## src/rtl/sd_req_arbiter.sv

```systemverilog
`timescale 1ns/1ps
// sd_req_arbiter: round-robin arbiter that shares the hps_io SD request/ack
// channel among several virtual-disk clients and steers the buffer data path
// to the client that currently holds the grant.
//
// state   | meaning
// --------+------------------------------------------------------------
// S_IDLE  | scan clients from last+1, latch grant/op/lba of the winner
// S_ISSUE | sd_rd/sd_wr held, waiting for a rising edge on sd_ack
// S_XFER  | buffer transfer in progress, waiting for sd_ack to fall
// S_DONE  | req_done pulse to the granted client, then back to idle
module sd_req_arbiter #(
   parameter int          NCLIENT = 3,
   parameter logic [23:0] TIMEOUT = 24'd0
) (
   input  logic                   clk_sys,
   input  logic                   reset_n,
   input  logic [NCLIENT-1:0]     req_rd,
   input  logic [NCLIENT-1:0]     req_wr,
   input  logic [32*NCLIENT-1:0]  req_lba,
   input  logic [8*NCLIENT-1:0]   req_din,
   output logic [NCLIENT-1:0]     req_done,
   output logic [NCLIENT-1:0]     req_err,
   output logic [NCLIENT-1:0]     req_buff_wr,
   output logic [31:0]            sd_lba,
   output logic                   sd_rd,
   output logic                   sd_wr,
   input  logic                   sd_ack,
   input  logic                   sd_buff_wr,
   output logic [7:0]             sd_buff_din,
   output logic [2:0]             grant,
   output logic                   busy
);

   typedef enum logic [1:0] {S_IDLE, S_ISSUE, S_XFER, S_DONE} state_t;

   state_t             state, state_nx;
   logic [2:0]         last, grant_nx, sel_idx;
   logic               sel_vld, sel_wr, op_wr, op_wr_nx;
   logic [31:0]        sel_lba, lba_nx;
   logic               old_ack, ack_rise, ack_fall, active, tmr_tc;
   logic [23:0]        tmr;
   logic [NCLIENT-1:0] req_any, done_nx, err_nx;
   logic               sd_rd_nx, sd_wr_nx;

   assign ack_rise = sd_ack & ~old_ack;
   assign ack_fall = ~sd_ack & old_ack;
   assign active   = (state == S_ISSUE) || (state == S_XFER);
   assign tmr_tc   = (TIMEOUT != 24'd0) && active && (tmr == 24'd1);
   // a client still holds its request during the idle cycle right after a
   // timeout pulse; masking by req_done keeps it from being re-granted
   assign req_any  = (req_rd | req_wr) & ~req_done;

   // round-robin pick: lowest requester above last wins, else lowest at/below it
   always_comb begin
      sel_vld = 1'b0;
      sel_idx = '0;
      sel_wr  = 1'b0;
      sel_lba = '0;
      for (int i = NCLIENT-1; i >= 0; i--) begin
         if (req_any[i] && (3'(i) <= last)) begin
            sel_vld = 1'b1;
            sel_idx = 3'(i);
            sel_wr  = req_wr[i];
            sel_lba = req_lba[32*i +: 32];
         end
      end
      for (int i = NCLIENT-1; i >= 0; i--) begin
         if (req_any[i] && (3'(i) > last)) begin
            sel_vld = 1'b1;
            sel_idx = 3'(i);
            sel_wr  = req_wr[i];
            sel_lba = req_lba[32*i +: 32];
         end
      end
   end

   // state register, round-robin pointer, ack history and timeout down-counter
   always_ff @(posedge clk_sys or negedge reset_n) begin
      if (!reset_n) begin
         state   <= S_IDLE;
         last    <= 3'(NCLIENT-1);
         old_ack <= 1'b0;
         tmr     <= '0;
      end else begin
         state   <= state_nx;
         old_ack <= sd_ack;
         if ((state == S_DONE) || tmr_tc)
            last <= grant;
         if ((state == S_IDLE) && (state_nx == S_ISSUE))
            tmr <= TIMEOUT;
         else if (active && (tmr != 24'd0))
            tmr <= tmr - 24'd1;
      end
   end

   // next-state decode
   always_comb begin
      state_nx = state;
      case (state)
         S_IDLE:  if (sel_vld) state_nx = S_ISSUE;
         S_ISSUE: if (tmr_tc) state_nx = S_IDLE;
                  else if (ack_rise) state_nx = S_XFER;
         S_XFER:  if (tmr_tc) state_nx = S_IDLE;
                  else if (ack_fall) state_nx = S_DONE;
         S_DONE:  state_nx = S_IDLE;
         default: state_nx = S_IDLE;
      endcase
   end

   // next values of the registered outputs
   always_comb begin
      grant_nx = grant;
      op_wr_nx = op_wr;
      lba_nx   = sd_lba;
      if ((state == S_IDLE) && sel_vld) begin
         grant_nx = sel_idx;
         op_wr_nx = sel_wr;
         lba_nx   = sel_lba;
      end
      sd_rd_nx = (state_nx == S_ISSUE) && !op_wr_nx;
      sd_wr_nx = (state_nx == S_ISSUE) && op_wr_nx;
      done_nx  = '0;
      err_nx   = '0;
      for (int i = 0; i < NCLIENT; i++) begin
         done_nx[i] = (grant == 3'(i)) && ((state_nx == S_DONE) || tmr_tc);
         err_nx[i]  = (grant == 3'(i)) && tmr_tc;
      end
   end

   // output registers
   always_ff @(posedge clk_sys or negedge reset_n) begin
      if (!reset_n) begin
         sd_rd    <= 1'b0;
         sd_wr    <= 1'b0;
         sd_lba   <= '0;
         grant    <= '0;
         op_wr    <= 1'b0;
         req_done <= '0;
         req_err  <= '0;
         busy     <= 1'b0;
      end else begin
         sd_rd    <= sd_rd_nx;
         sd_wr    <= sd_wr_nx;
         sd_lba   <= lba_nx;
         grant    <= grant_nx;
         op_wr    <= op_wr_nx;
         req_done <= done_nx;
         req_err  <= err_nx;
         busy     <= (state_nx != S_IDLE);
      end
   end

   // buffer data path follows the grant combinationally
   always_comb begin
      sd_buff_din = '0;
      req_buff_wr = '0;
      for (int i = 0; i < NCLIENT; i++) begin
         if (grant == 3'(i))
            sd_buff_din = req_din[8*i +: 8];
         req_buff_wr[i] = sd_buff_wr & sd_ack & (grant == 3'(i)) & (state == S_XFER);
      end
   end

endmodule
```

## config.mk

```make
export PLATFORM = sky130hd
export DESIGN_NAME = sd_req_arbiter
export DESIGN_NICKNAME = d
export VERILOG_FILES = /design/src/rtl/sd_req_arbiter.sv
export SDC_FILE = /design/constraint.sdc
export NUM_CORES = 1
export LEC_CHECK = 0
export BUFFER_PORTS_ARGS = -buffer_cell sky130_fd_sc_hd__buf_2
export CAP_MARGIN = 0
export CELL_PAD_IN_SITES_DETAIL_PLACEMENT = 1
export CELL_PAD_IN_SITES_GLOBAL_PLACEMENT = 1
export CORE_MARGIN = 3
export CORE_UTILIZATION = 26
export DETAILED_ROUTE_END_ITERATION = 7
export PLACE_DENSITY = 0.75
export SETUP_SLACK_MARGIN = 0.02
export SKIP_LAST_GASP = 1
export SLEW_MARGIN = 20
export SYNTH_ARGS = -nofsm -noshare
export SYNTH_HDL_FRONTEND = slang
export SYNTH_SLANG_ARGS = --single-unit
```

## constraint.sdc

```tcl
create_clock -name clk_sys -period 1.5 [get_ports clk_sys]
set_input_delay 0.075 -clock clk_sys [delete_from_list [all_inputs] [get_ports clk_sys]]
set_output_delay 0.075 -clock clk_sys [all_outputs]
set_load 0.01 [all_outputs]
```

==> PnR_summary.wiki <==
{| class="wikitable"
! Metric !! Value
|-
| Std-Cell Core Area || a little over 9000 um2
|-
| Highest attainable clock frequency || 0.6051 GHz
|-
| Initial standard-cell utilization of the core || a little over a quarter
|-
| Share of cells above drive strength 1 || roughly three fifths
|-
| Final critical path time including I/O delays and setup || roughly 1.7 ns
|-
| Synth warn || 0
|-
| Ports || ~190
|-
| First-pass DRT Iterations || 4
|-
| Leading cell type in the layout, fill and taps excluded || sky130_fd_sc_hd__buf_2
|-
| Maximum resistive drop on vdd || approximately 0.0007 V
|-
| Average cell area after synthesis || 10.92 um2
|-
| Via total after detailed routing || between 2000 and 3000
|-
| Ratio of final minimum period to clock period || 110.2%
|-
| Chip width || 104.3 um
|-
| Clock sinks || between 40 and 50
|-
| Clock buffer count from CTS || 5
|-
| Final instance area || roughly 4500 um2
|-
| Maximum number of pins on one net before global-route repair || 23
|-
| Power density over the cells || about 1600 nW/um2
|-
| ANT nets after route || 0
|-
| Number of failing setup endpoints in the final timing report || 34
|-
| Largest fanout on the critical path || 21
|-
| Post-Synthesis Cells || 230
|-
| DIE HEIGHT || 104.3 um
|-
| Flip-flop and latch count after synthesis || 46
|-
| Deepest level of the CTS H-tree || 2
|-
| Hold violation count in the final report || 0
|-
| Final routed DRC violation total || 0
|-
| Vias in the first global route || between 3000 and 4000
|-
| Startpoint Class || flip-flop
|-
| Fillers || approximately 1100
|-
| Most used flip-flop cell after synthesis || sky130_fd_sc_hd__dfrtp_1
|-
| Setup repair after global routing missed its margin || true
|-
| Fraction of synthesized cell area taken by the top area cell type || 44.82%
|-
| Clock transition at the registers of the reported paths || ~0.090 ns
|-
| DRC marker count from the first detailed-route iteration || roughly 190
|-
| Outcome || finished with violations
|-
| Slowest stage delay, CP || 0.39 ns
|-
| Final-layout worst hold slack || between 0.003 and 0.004 ns
|-
| Number of library cell types mapped by synthesis || 39
|-
| Maximum Capacitance Violations || 0
|-
| Placed cell areas || 3781 um2
|-
| Final weighted congestion in routability-driven placement || about 0.8
|-
| Clock root buffer || sky130_fd_sc_hd__clkbuf_8
|-
| Antenna violations before repair || 0
|-
| Arrival time worst endpoint || 1.83 ns
|-
| Number of buffer cells added on primary ports || 180
|-
| Cells traversed along the worst timing path || o21ba_4, a21oi_4, o21ai_4, nor2_4, buf_12, a221o_1
|-
| Routed wire per std cell || approximately 18 um
|-
| Final worst slack || -0.1527 ns
|-
| Skew-Pair Late Insertion Delay || 0.30 ns
|-
| Routed via count divided by cell count || around 5.0
|-
| Most used cells in the layout excluding fill and tap cells || sky130_fd_sc_hd__buf_2 (180), sky130_fd_sc_hd__dfrtp_1 (45), sky130_fd_sc_hd__a221o_1 (32), sky130_fd_sc_hd__buf_4 (28), sky130_fd_sc_hd__dlygate4sd3_1 (24)
|-
| Top cells by area in the synthesized netlist || sky130_fd_sc_hd__dfrtp_1 (45%), sky130_fd_sc_hd__a221o_1 (13%), sky130_fd_sc_hd__a22o_1 (7.0%)
|-
| Failing checks || setup timing
|-
| Number of max-slew violations in the final report || 0
|-
| Overflow left after global routing || 0
|-
| Sequential area share after synthesis || between 40% and 50%
|-
| TritonCTS clock tree || done
|-
| Element type at the critical path end || flip-flop
|-
| Wire length of the first global-routing pass || around 16000 um
|-
| Syn-to-layout area delta || 77.44%
|-
| Combined area of all synthesized cells || 2512 um2
|-
| Placed wire-length estimate || between 7000 and 8000 um
|-
| Area occupied by multi-input gates || roughly 1400 um2
|-
| Number of buffers between clock root and the deepest sink || 2
|-
| Area enclosed by the die boundary || 10880 um2
|-
| Sequential cell area || about 1200 um2
|-
| Overall global routing resource usage || 18.55%
|-
| Number of synthesized flops with an enable pin || 0
|-
| Number of nets in the finished design || between 500 and 600
|-
| Pre-CTS setup slack || -0.3503 ns
|-
| Post-synth top area cell || sky130_fd_sc_hd__dfrtp_1
|-
| Leak pwr || 0.002241 uW
|-
| Total wirelength of the detailed-routed design || approximately 11000 um
|-
| Final Skew || about 0.0056 ns
|-
| Crit path kind || reg -> reg
|-
| Final antenna diode count || 0
|-
| Required time of the critical path || between 1.5 and 2 ns
|-
| Share of synthesized flip-flops with an asynchronous set or reset || between 90% and 100%
|-
| Core Rows || 35
|-
| Total negative setup slack || -4.163 ns
|-
| Path category of the worst min-delay check || in -> reg
|-
| Cell type of the slowest stage on the worst timing path || sky130_fd_sc_hd__dfrtp_1
|}
-- path summary, 6_finish.rpt --
path | from | endpoint | slack [ns] | cells past startpoint
hold / removal | req_lba[62] | sd_lba[30] | 0.004 | 2
setup reg to reg | req_done[2] | sd_lba[6] | -0.15 | 6
hold reg to reg | sd_lba[31] | sd_lba[31] | 0.52 | 1
setup / recovery | req_done[2] | sd_lba[6] | -0.15 | 6
max in group asynchronous | reset_n | last[1] | 0.58 | 3
min in group asynchronous | reset_n | sd_lba[26] | 0.27 | 2
-- worst max-delay path, delay by kind of cell (launching register included) --
kind            cells  cell delay (ns)
compound gates      4             0.91
buf+inv             1             0.16
flops               1             0.39
simple gates        1             0.07
-- flip-flops by register name, summed over array words and instances (netlist names) --
signal and cells:
req_done 3, sd_lba 32, old_ack 1, grant 2, state 2, sd_rd 1, op_wr 1, sd_wr 1
last 2, busy 1
-- where the power goes --
group          switching, uW  total [uW]  internal, uW  leakage (uW)
clock network            431         804           373     0.0000482
logic                   1950        4020          2070       0.00162
registers                340        2120          1780      0.000569
total                   2720        6940          4220       0.00224
-- what timing repair did --
item	CTS	global route
setup buffers	7	5
endpoints found under the setup margin	41	43
gates resized for setup	23	33
hold endpoints to repair	32	4
gates cloned	0	2
pin swaps	11	9
hold buffers	18	6
-- metrics by stage --
stage               instances  utilization, %  power [uW]
floorplan                 233               -        4127
global placement          552           40.54        5552
detailed placement        552           40.54        5672
CTS                       585           45.12        6701
global route              598           47.79        7401
finish                    598           47.79        6940
-- Yosys cell counts (2+ instances only) --
library cell	instances
sky130_fd_sc_hd__nand2b_1	4
sky130_fd_sc_hd__nor3_1	2
sky130_fd_sc_hd__o21bai_1	2
sky130_fd_sc_hd__nor2_4	2
sky130_fd_sc_hd__o21ba_2	2
sky130_fd_sc_hd__nand2_1	16
sky130_fd_sc_hd__buf_2	7
sky130_fd_sc_hd__mux2i_1	8
sky130_fd_sc_hd__a221o_1	32
sky130_fd_sc_hd__nor2_1	22
sky130_fd_sc_hd__nor2b_1	2
sky130_fd_sc_hd__a21oi_1	4
sky130_fd_sc_hd__o21ai_0	9
sky130_fd_sc_hd__a32oi_1	12
sky130_fd_sc_hd__buf_6	4
sky130_fd_sc_hd__buf_4	6
sky130_fd_sc_hd__a22o_1	20
sky130_fd_sc_hd__dfrtp_1	45
sky130_fd_sc_hd__inv_1	3
sky130_fd_sc_hd__a21o_1	2
sky130_fd_sc_hd__mux2_2	2
sky130_fd_sc_hd__clkbuf_1	6
sky130_fd_sc_hd__nand3b_1	2
-- logic make-up (layout without fill, tap and decap cells) --
kind of cell    Yosys count  in the layout  synth area share, %
mux                      10             10                4.084
buf+inv                  26            262                6.324
other cells               1              4               0.1493
flops                    46             46                45.87
compound gates           94             94                33.76
simple gates             53             53                9.811
-- area by class of cell --
cell class / count / share of cell area [%]
clock inverters: 1 / 0.1123
flip-flops and latches: 46 / 25.85
multi-input cells: 161 / 31.52
clock buffers: 7 / 1.937
inverters: 3 / 0.3649
repair buffers: 251 / 36.60
well taps: 129 / 3.621
-- per-layer routing --
layer | GRT usage [%] | routed length, um | vias up
li1 | - | - | 1368
met1 | 20.66 | 4464 | 1461
met2 | 34.69 | 5606 | 155
met3 | 4.780 | 739 | 14
met4 | 4.843 | 165 | 0
met5 | 0 | 0 | -
(Power assumes the default switching activity.)
